## src/rtl/rr_arbiter_bin.sv

```systemverilog
// -----------------------------------------------------------------------------
// rr_arbiter_bin
//
// Round-robin arbiter over N_REQ requesters. The winner is presented as a
// registered binary index (grant_bin_o) with a valid/ready handshake. It feeds a
// binary-to-one-hot decoder downstream. Priority rotates: after a grant is
// accepted, the index just above the served requester becomes highest priority.
//
// Ports
//   clk_i          : clock, all state changes on the rising edge
//   rst_ni         : asynchronous active-low reset
//   req_i          : request vector, bit k = requester k wants a grant
//   grant_ready_i  : consumer accepts the offered grant this cycle
//   grant_valid_o  : grant_bin_o holds a valid offer (high exactly in OFFER)
//   grant_bin_o    : binary index of the granted requester
//
// Parameters
//   N_REQ : number of requesters, must equal 1 << BIN_W
//   BIN_W : width of the binary grant index
// -----------------------------------------------------------------------------
module rr_arbiter_bin #(
    parameter int N_REQ = 16,
    parameter int BIN_W = 4
) (
    input  logic             clk_i,
    input  logic             rst_ni,
    input  logic [N_REQ-1:0] req_i,
    input  logic             grant_ready_i,
    output logic             grant_valid_o,
    output logic [BIN_W-1:0] grant_bin_o
);

    // All index arithmetic relies on natural BIN_W-bit wrap. That wrap only
    // equals "modulo N_REQ" when N_REQ is exactly a power of two matching BIN_W.
    // If the parameters disagree, elaboration stops here.
    if (N_REQ != (1 << BIN_W)) begin : g_bad_params
        $error("rr_arbiter_bin: N_REQ=%0d does not equal 1<<BIN_W (BIN_W=%0d)",
               N_REQ, BIN_W);
    end

    typedef enum logic [0:0] {
        ST_IDLE  = 1'b0,
        ST_OFFER = 1'b1
    } state_e;

    state_e             state_q, state_d;
    logic [BIN_W-1:0]   grant_q, grant_d;
    logic [BIN_W-1:0]   ptr_q,   ptr_d;

    // One-hot of the currently offered index. It is used to exclude the
    // requester just served from the back-to-back search in the handshake
    // cycle.
    logic [N_REQ-1:0]   served_oh;
    logic [N_REQ-1:0]   req_masked;
    logic [BIN_W-1:0]   next_base;
    logic               handshake;

    for (genvar gi = 0; gi < N_REQ; gi++) begin : g_served
        assign served_oh[gi] = (grant_q == BIN_W'(gi));
    end

    assign req_masked = req_i & ~served_oh;
    assign next_base  = grant_q + BIN_W'(1);
    assign handshake  = (state_q == ST_OFFER) && grant_ready_i;

    // The first set bit of vec, searching base, base+1, ... with BIN_W-bit
    // wrap. Callers only use the result when vec is non-zero.
    function automatic logic [BIN_W-1:0] winner(
        input logic [BIN_W-1:0] base,
        input logic [N_REQ-1:0] vec
    );
        logic [BIN_W-1:0] idx;
        logic             found;
        winner = '0;
        found  = 1'b0;
        for (int i = 0; i < N_REQ; i++) begin
            idx = base + BIN_W'(i);
            if (!found && vec[idx]) begin
                winner = idx;
                found  = 1'b1;
            end
        end
    endfunction

    // Next-state logic. An offer is frozen until it is accepted. Request
    // changes during OFFER (including withdrawal) never alter it.
    always_comb begin
        state_d = state_q;
        grant_d = grant_q;
        ptr_d   = ptr_q;
        case (state_q)
            ST_IDLE: begin
                if (|req_i) begin
                    grant_d = winner(ptr_q, req_i);
                    state_d = ST_OFFER;
                end
            end
            ST_OFFER: begin
                if (handshake) begin
                    ptr_d = next_base;
                    if (|req_masked) begin
                        // Back-to-back grant. next_base equals the new ptr.
                        grant_d = winner(next_base, req_masked);
                    end else begin
                        state_d = ST_IDLE;
                    end
                end
            end
            default: begin
                state_d = ST_IDLE;
            end
        endcase
    end

    always_ff @(posedge clk_i or negedge rst_ni) begin
        if (!rst_ni) begin
            state_q <= ST_IDLE;
            grant_q <= '0;
            ptr_q   <= '0;
        end else begin
            state_q <= state_d;
            grant_q <= grant_d;
            ptr_q   <= ptr_d;
        end
    end

    // Outputs come straight from flops.
    assign grant_valid_o = (state_q == ST_OFFER);
    assign grant_bin_o   = grant_q;

endmodule

```

## config.mk

```make
export PLATFORM = sky130hd
export DESIGN_NAME = rr_arbiter_bin
export DESIGN_NICKNAME = d
export VERILOG_FILES = /design/src/rtl/rr_arbiter_bin.sv
export SDC_FILE = /design/constraint.sdc
export NUM_CORES = 1
export LEC_CHECK = 0
export CAP_MARGIN = 20
export CORE_MARGIN = 2
export CORE_UTILIZATION = 65
export DETAILED_ROUTE_END_ITERATION = 6
export PLACE_DENSITY = 0.85
export SYNTH_ARGS = -nofsm -noshare
export SYNTH_HDL_FRONTEND = slang
export SYNTH_SLANG_ARGS = --single-unit
```

## constraint.sdc

```tcl
create_clock -name clk_i -period 6.7 [get_ports clk_i]
set_input_delay 2.01 -clock clk_i [delete_from_list [all_inputs] [get_ports clk_i]]
set_output_delay 2.01 -clock clk_i [all_outputs]
set_load 0.1 [all_outputs]
```

**Yosys cells after proc, flatten, opt, wreduce, memory -nomap -nowiden**

Index checks and enable logic that the tools add are counted.

- Register bits: 9
- Latch bits: 0
- RAM bits: 0
- ROM bits: 0
- Output and inout port bits: 5
- Word-level logic and storage cells: 362
- Memories kept: 0

- $add $sub $neg: 31
- Multipliers: 0
- Divide/modulo/power cells: 0
- Order comparisons: 32
- Equal/unequal tests: 18
- Shifts and indexed selects: 0
- Multiplexer cells: 209
- Bitwise operators: 3
- Reduce and logical (&&, ||, !) cells: 66

Operators by type and width:

| operator | number |
|---|---|
| 4-bit by 5-bit < comparator with 1-bit output, second input constant | 32 |
| 1-bit two-way mux | 140 |
| 4-bit two-way mux | 35 |
| 1-bit binary-select mux with 4-bit select | 32 |
| 4-bit adder, second input constant | 16 |
| 4-bit by 3-bit adder with 4-bit output, second input constant | 8 |
| 4-bit == test, second input constant | 8 |
| 16-bit OR reduction | 2 |
| 1-bit logical AND | 31 |
| 1-bit zero test | 30 |
| 4-bit by 2-bit adder with 4-bit output, second input constant | 4 |
| 16-bit AND | 1 |
| 4-bit by 3-bit == test with 1-bit output, second input constant | 4 |
| 16-bit inverter | 1 |
| 4-bit by 1-bit adder with 4-bit output, second input constant | 3 |
| 4-bit by 2-bit == test with 1-bit output, second input constant | 2 |
| 4-bit case mux with 2 select lines | 1 |
| 4-bit by 1-bit == test with 1-bit output, second input constant | 1 |
| 4-bit zero test | 1 |
| 2-bit by 1-bit inequality test with 1-bit output, second input constant | 2 |
| 3-bit AND reduction | 1 |
| 2-bit inequality test, second input constant | 1 |
| 1-bit case mux with 2 select lines | 1 |
| 2-bit AND reduction | 1 |
| 1-bit inverter | 1 |

**Depth between registers and ports, before layout**

- Word-level depth: 99
- Depth in mapped cells: 19
- Mapped depth without buffers: 14

**Worst setup path before layout**

No wires, ideal clock.

- Kind: register to register
- From: reg grant_q[0], in the netlist grant_bin_o[0]
- To: reg grant_q[3], in the netlist grant_bin_o[3]
- Setup time: 120 ps
- Data arrival time: 4923 ps
- Required time: 6580 ps
- Path slack: 1657 ps
- Cell stages (with the launch flop): 19
- Cells stage by stage: dfrtp_1 > buf_4 > buf_2 > inv_1 > buf_2 > ha_1 > buf_2 > inv_2 > ha_1 > o21bai_1 > o22ai_1 > xnor2_1 > mux4_2 > nor4_4 > nand3_2 > nor4_4 > a21oi_1 > o32a_1 > o211a_1

RTL lines:

| what | line | text |
|---|---|---|
| start: declaration | 47 | `logic [BIN_W-1:0] grant_q, grant_d;` |
| start signal: assignment | 122 | `grant_q <= grant_d;` |
| 4-bit by 1-bit adder with 4-bit output * | 63 | `assign next_base = grant_q + BIN_W'(1);` |
| net next_base[0] | 55 | `logic [BIN_W-1:0] next_base;` |
| 1-bit binary-select mux with 4-bit select | 78 | `if (!found && vec[idx]) begin` |
| 1-bit two-way mux (not written as such) | 78 |  |
| 1-bit two-way mux | 78 |  |
| 1-bit two-way mux | 101 | `if (\|req_masked) begin` |
| 1-bit two-way mux | 99 | `if (handshake) begin` |
| 1-bit two-way mux | 91 | `case (state_q)` |
| [... 82 more ...] | -- |  |
| 1-bit two-way mux | 99 |  |
| 1-bit two-way mux | 91 |  |
| 1-bit zero test | 78 |  |
| 1-bit logical AND | 78 |  |
| 4-bit two-way mux * | 78 |  |
| 4-bit two-way mux * | 101 |  |
| 4-bit two-way mux * | 99 |  |
| 4-bit case mux with 2 select lines * | 91 |  |

The timed path passes the listed nets; every way through them passes the cells marked *. The select of a mux whose other input is x is not followed.
A chain may end at the register's enable or synchronous reset.

**Worst setup path in the final report**

Same ends and word-level chain as after synthesis.

==> key figures <==
Outcome
  – Status: complete, no violations

Critical path
  – Crit path required time: 6.82 ns
  – RR Startpoint: grant_bin_o[0]
  – Crit Path Category: reg -> reg
  – Worst R2R End: grant_bin_o[3]
  – Worst setup path endpoint: grant_bin_o[3]
  – Worst Setup Start Kind: flop
  – Worst setup EP type: flop
  – Worst-case reg-to-reg path depth: 15
  – Crit-path slowest cell: xnor2_1
  – CP max FO: 45
  – Critical Path Source: grant_bin_o[0]
  – Slowest stage delay, CP: 0.84 ns
  – Reg2Reg Setup Slack: 0.64 ns
  – Worst-path cell chain: inv_1 > ha_1 > buf_4 > inv_2 > ha_1 > o21bai_1 > o22ai_1 > xnor2_1 > mux4_2 > nor4_4 > nand3_2 > nor4_4 > a21oi_1 > o32a_1 > o211a_1
  – Worst EP arrival: 6.18 ns

Floorplan
  – I/O pin total: 24
  – Full die area: 0.009350 sq mm
  – FP Rows: 33
  – Die Height: 96.70 um
  – Chip width: 96.70 um
  – Initial Util: 0.6764
  – Core area: 0.008258 sq mm

Clock tree
  – Clk_lat worst skew: 0.23 ns
  – CTS resizes: 0
  – Clock Root Buffer: clkbuf_8
  – # Post-CTS Setup Buffers: 0
  – CTS Hold Buffers Added: 0
  – Reg clk slew, reported paths: 0.05 ns
  – Total CTS buffers: 3
  – CTS tree: yes
  – Clock H-tree levels: 1
  – Clk buf depth: 2
  – Clk sinks: 9

Timing
  – TNS Setup: 0 ns
  – Worst setup margin: 0.6402 ns
  – Final setup fails: 0
  – Pins Over Slew Limit: 0
  – Final Hold Viols: 0
  – Achievable clock frequency: 165.0 MHz
  – Crit share post-route: 0.9044
  – Worst slew margin: 0.3031
  – Clock skew: 0.0008698 ns
  – Hold WS: 0.9098 ns
  – RSZ-0062 raised after global routing: no
  – Minimum clock period after layout: 6.060 ns
  – Worst Max-Slew Pin Slew: 1.038 ns

Placed design
  – Placed cells: 769
  – Placer congestion estimate: 1.064
  – Detail Placement HPWL: 13770 um
  – Place WS: 0.8224 ns
  – # port buffers: 23

Synthesis
  – Post-synth EDFFs: 0
  – Synth top area share: 0.2016
  – Synth Instances: 693
  – Syn Nets: 728
  – Synth Cell Area: 0.005585 sq mm
  – Most common cell in the netlist: nand2_1
  – Synth cell types: 81
  – YS warnings: 0
  – Post-synthesis register bit count: 9
  – Syn Area/Cell: 8.060 sq um
  – Area leader, netlist: mux4_2
  – Sequential-to-total area share from yosys stat: 0.04032
  – Post-synth top cells: nand2_1, mux4_2, mux2i_1
  – Async set-reset flop share out of synthesis: 1.000
  – Main synth FF type: dfrtp_1
  – Area contributors post-synth: mux4_2, mux2i_1, mux2_2, nand2_1, dfrtp_1

Global route
  – Vias in the first global route: 5762
  – Grt ovf: 0
  – Largest net degree at the start of global routing: 46
  – Tot GR Track Use: 0.3824
  – First-pass GRT wire length: 29770 um
  – Initial antenna violation count: 0

Final layout
  – Diode count: 0
  – FF/Latch Area: 226.5 sq um
  – Non-Filler Instances: 773
  – Nets: 704
  – Area growth syn-to-layout: 3.495%
  – Share of cells above drive strength 1: 0.1647
  – Multi-input gate area: 0.004994 sq mm
  – Fillers: 644

Detailed routing
  – Vias after detailed routing: 6219
  – Final ANT Viol Nets: 0
  – Initial DRC Count: 942
  – Routed wire length: 18380 um
  – DR DRC count: 0
  – Routed len/inst: 23.77 um
  – Vias per inst: 8.045
  – Initial DRT Pass Iterations: 6

Worst hold path
  – Min-Delay Path Class: reg -> reg

Job
  – Number of max-cap violations: 0
[worst max-delay path: cells and delay by family (launching register included)]
kind	cells	cell delay [ns]
AND/OR/NAND/NOR	3	1.23
buffers and inverters	3	1.13
XOR/XNOR	1	0.84
AO/OA/AOI/OAI	5	0.80
flip-flops	1	0.74
adder cells (fa/ha/maj)	2	0.68
multiplexers	1	0.49
[worst min-delay path by stage]
stage | startpoint | end | slack (ns) | cells past startpoint
2_1_floorplan | ptr_q[2] | ptr_q[2] | 0.89 | 3
4_1_cts | grant_valid_o | grant_valid_o | 0.86 | 2
3_5_place_dp | grant_valid_o | grant_valid_o | 0.86 | 2
5_1_grt | grant_valid_o | grant_valid_o | 0.93 | 2
6_report | grant_valid_o | grant_valid_o | 0.91 | 2
3_3_place_gp | grant_valid_o | grant_valid_o | 0.83 | 2
[cells by family after synthesis]
kind of cell               synth area share
AOI/OAI and AO/OA                    0.2281
xor gates and xnor gates            0.05085
adders and majority gates           0.03584
buffers and inverters               0.06564
DFF                                 0.04032
muxes                                0.3320
and+or+nand+nor                      0.2473
[registers in the layout, summed over array words and instances (netlist names)]
name	count
grant_bin_o	4
ptr_q	4
grant_valid_o	1
[routing by layer]
metal	global-route usage	share of wire	vias up
met5	0	0	-
met2	0.5737	0.43	567
met1	0.5234	0.36	2907
met4	0.1181	0.043	0
li1	-	-	2639
met3	0.1301	0.17	106
[per-stage QoR]
step	util	area [sq um]
global placement	0.6945	5736
CTS	0.7000	5781
detailed placement	0.6945	5736
finish	0.7000	5781
global route	0.7000	5781
floorplan	-	5585
[final cells by class]
| type | instances | share of cell area |
|---|---|---|
| Clock buffer | 4 | 0.007792 |
| Inverter | 25 | 0.01623 |
| Multi-Input combinational cell | 599 | 0.8639 |
| Sequential cell | 9 | 0.03918 |
| Tap cell | 105 | 0.02273 |
| Timing Repair Buffer | 31 | 0.05022 |
[cell usage in the layout (no fill, tap or decap), types with 5 or more instances in the layout]
cell / count
nor3b_1: 7
nand4_1: 8
xnor2_1: 14
and2_1: 9
or2_2: 8
nand2_1: 63
inv_1: 21
mux2i_1: 48
a21oi_1: 32
ha_1: 16
o211ai_1: 7
nor4_1: 5
and3b_1: 6
o31ai_1: 5
a31oi_1: 8
nand3b_1: 12
nand3_1: 29
a32o_1: 8
buf_4: 8
dfrtp_1: 8
and3_1: 9
nor2_1: 45
o22ai_1: 9
nor3_1: 15
mux2_2: 22
clkdlybuf4s50_1: 23
a21boi_0: 7
nor2b_1: 11
nand2b_1: 7
o21ai_0: 44
a22oi_1: 8
mux4_2: 50
Power is not shown: default switching activity piles up to over one toggle a cycle in this logic, so the estimate is an artifact.
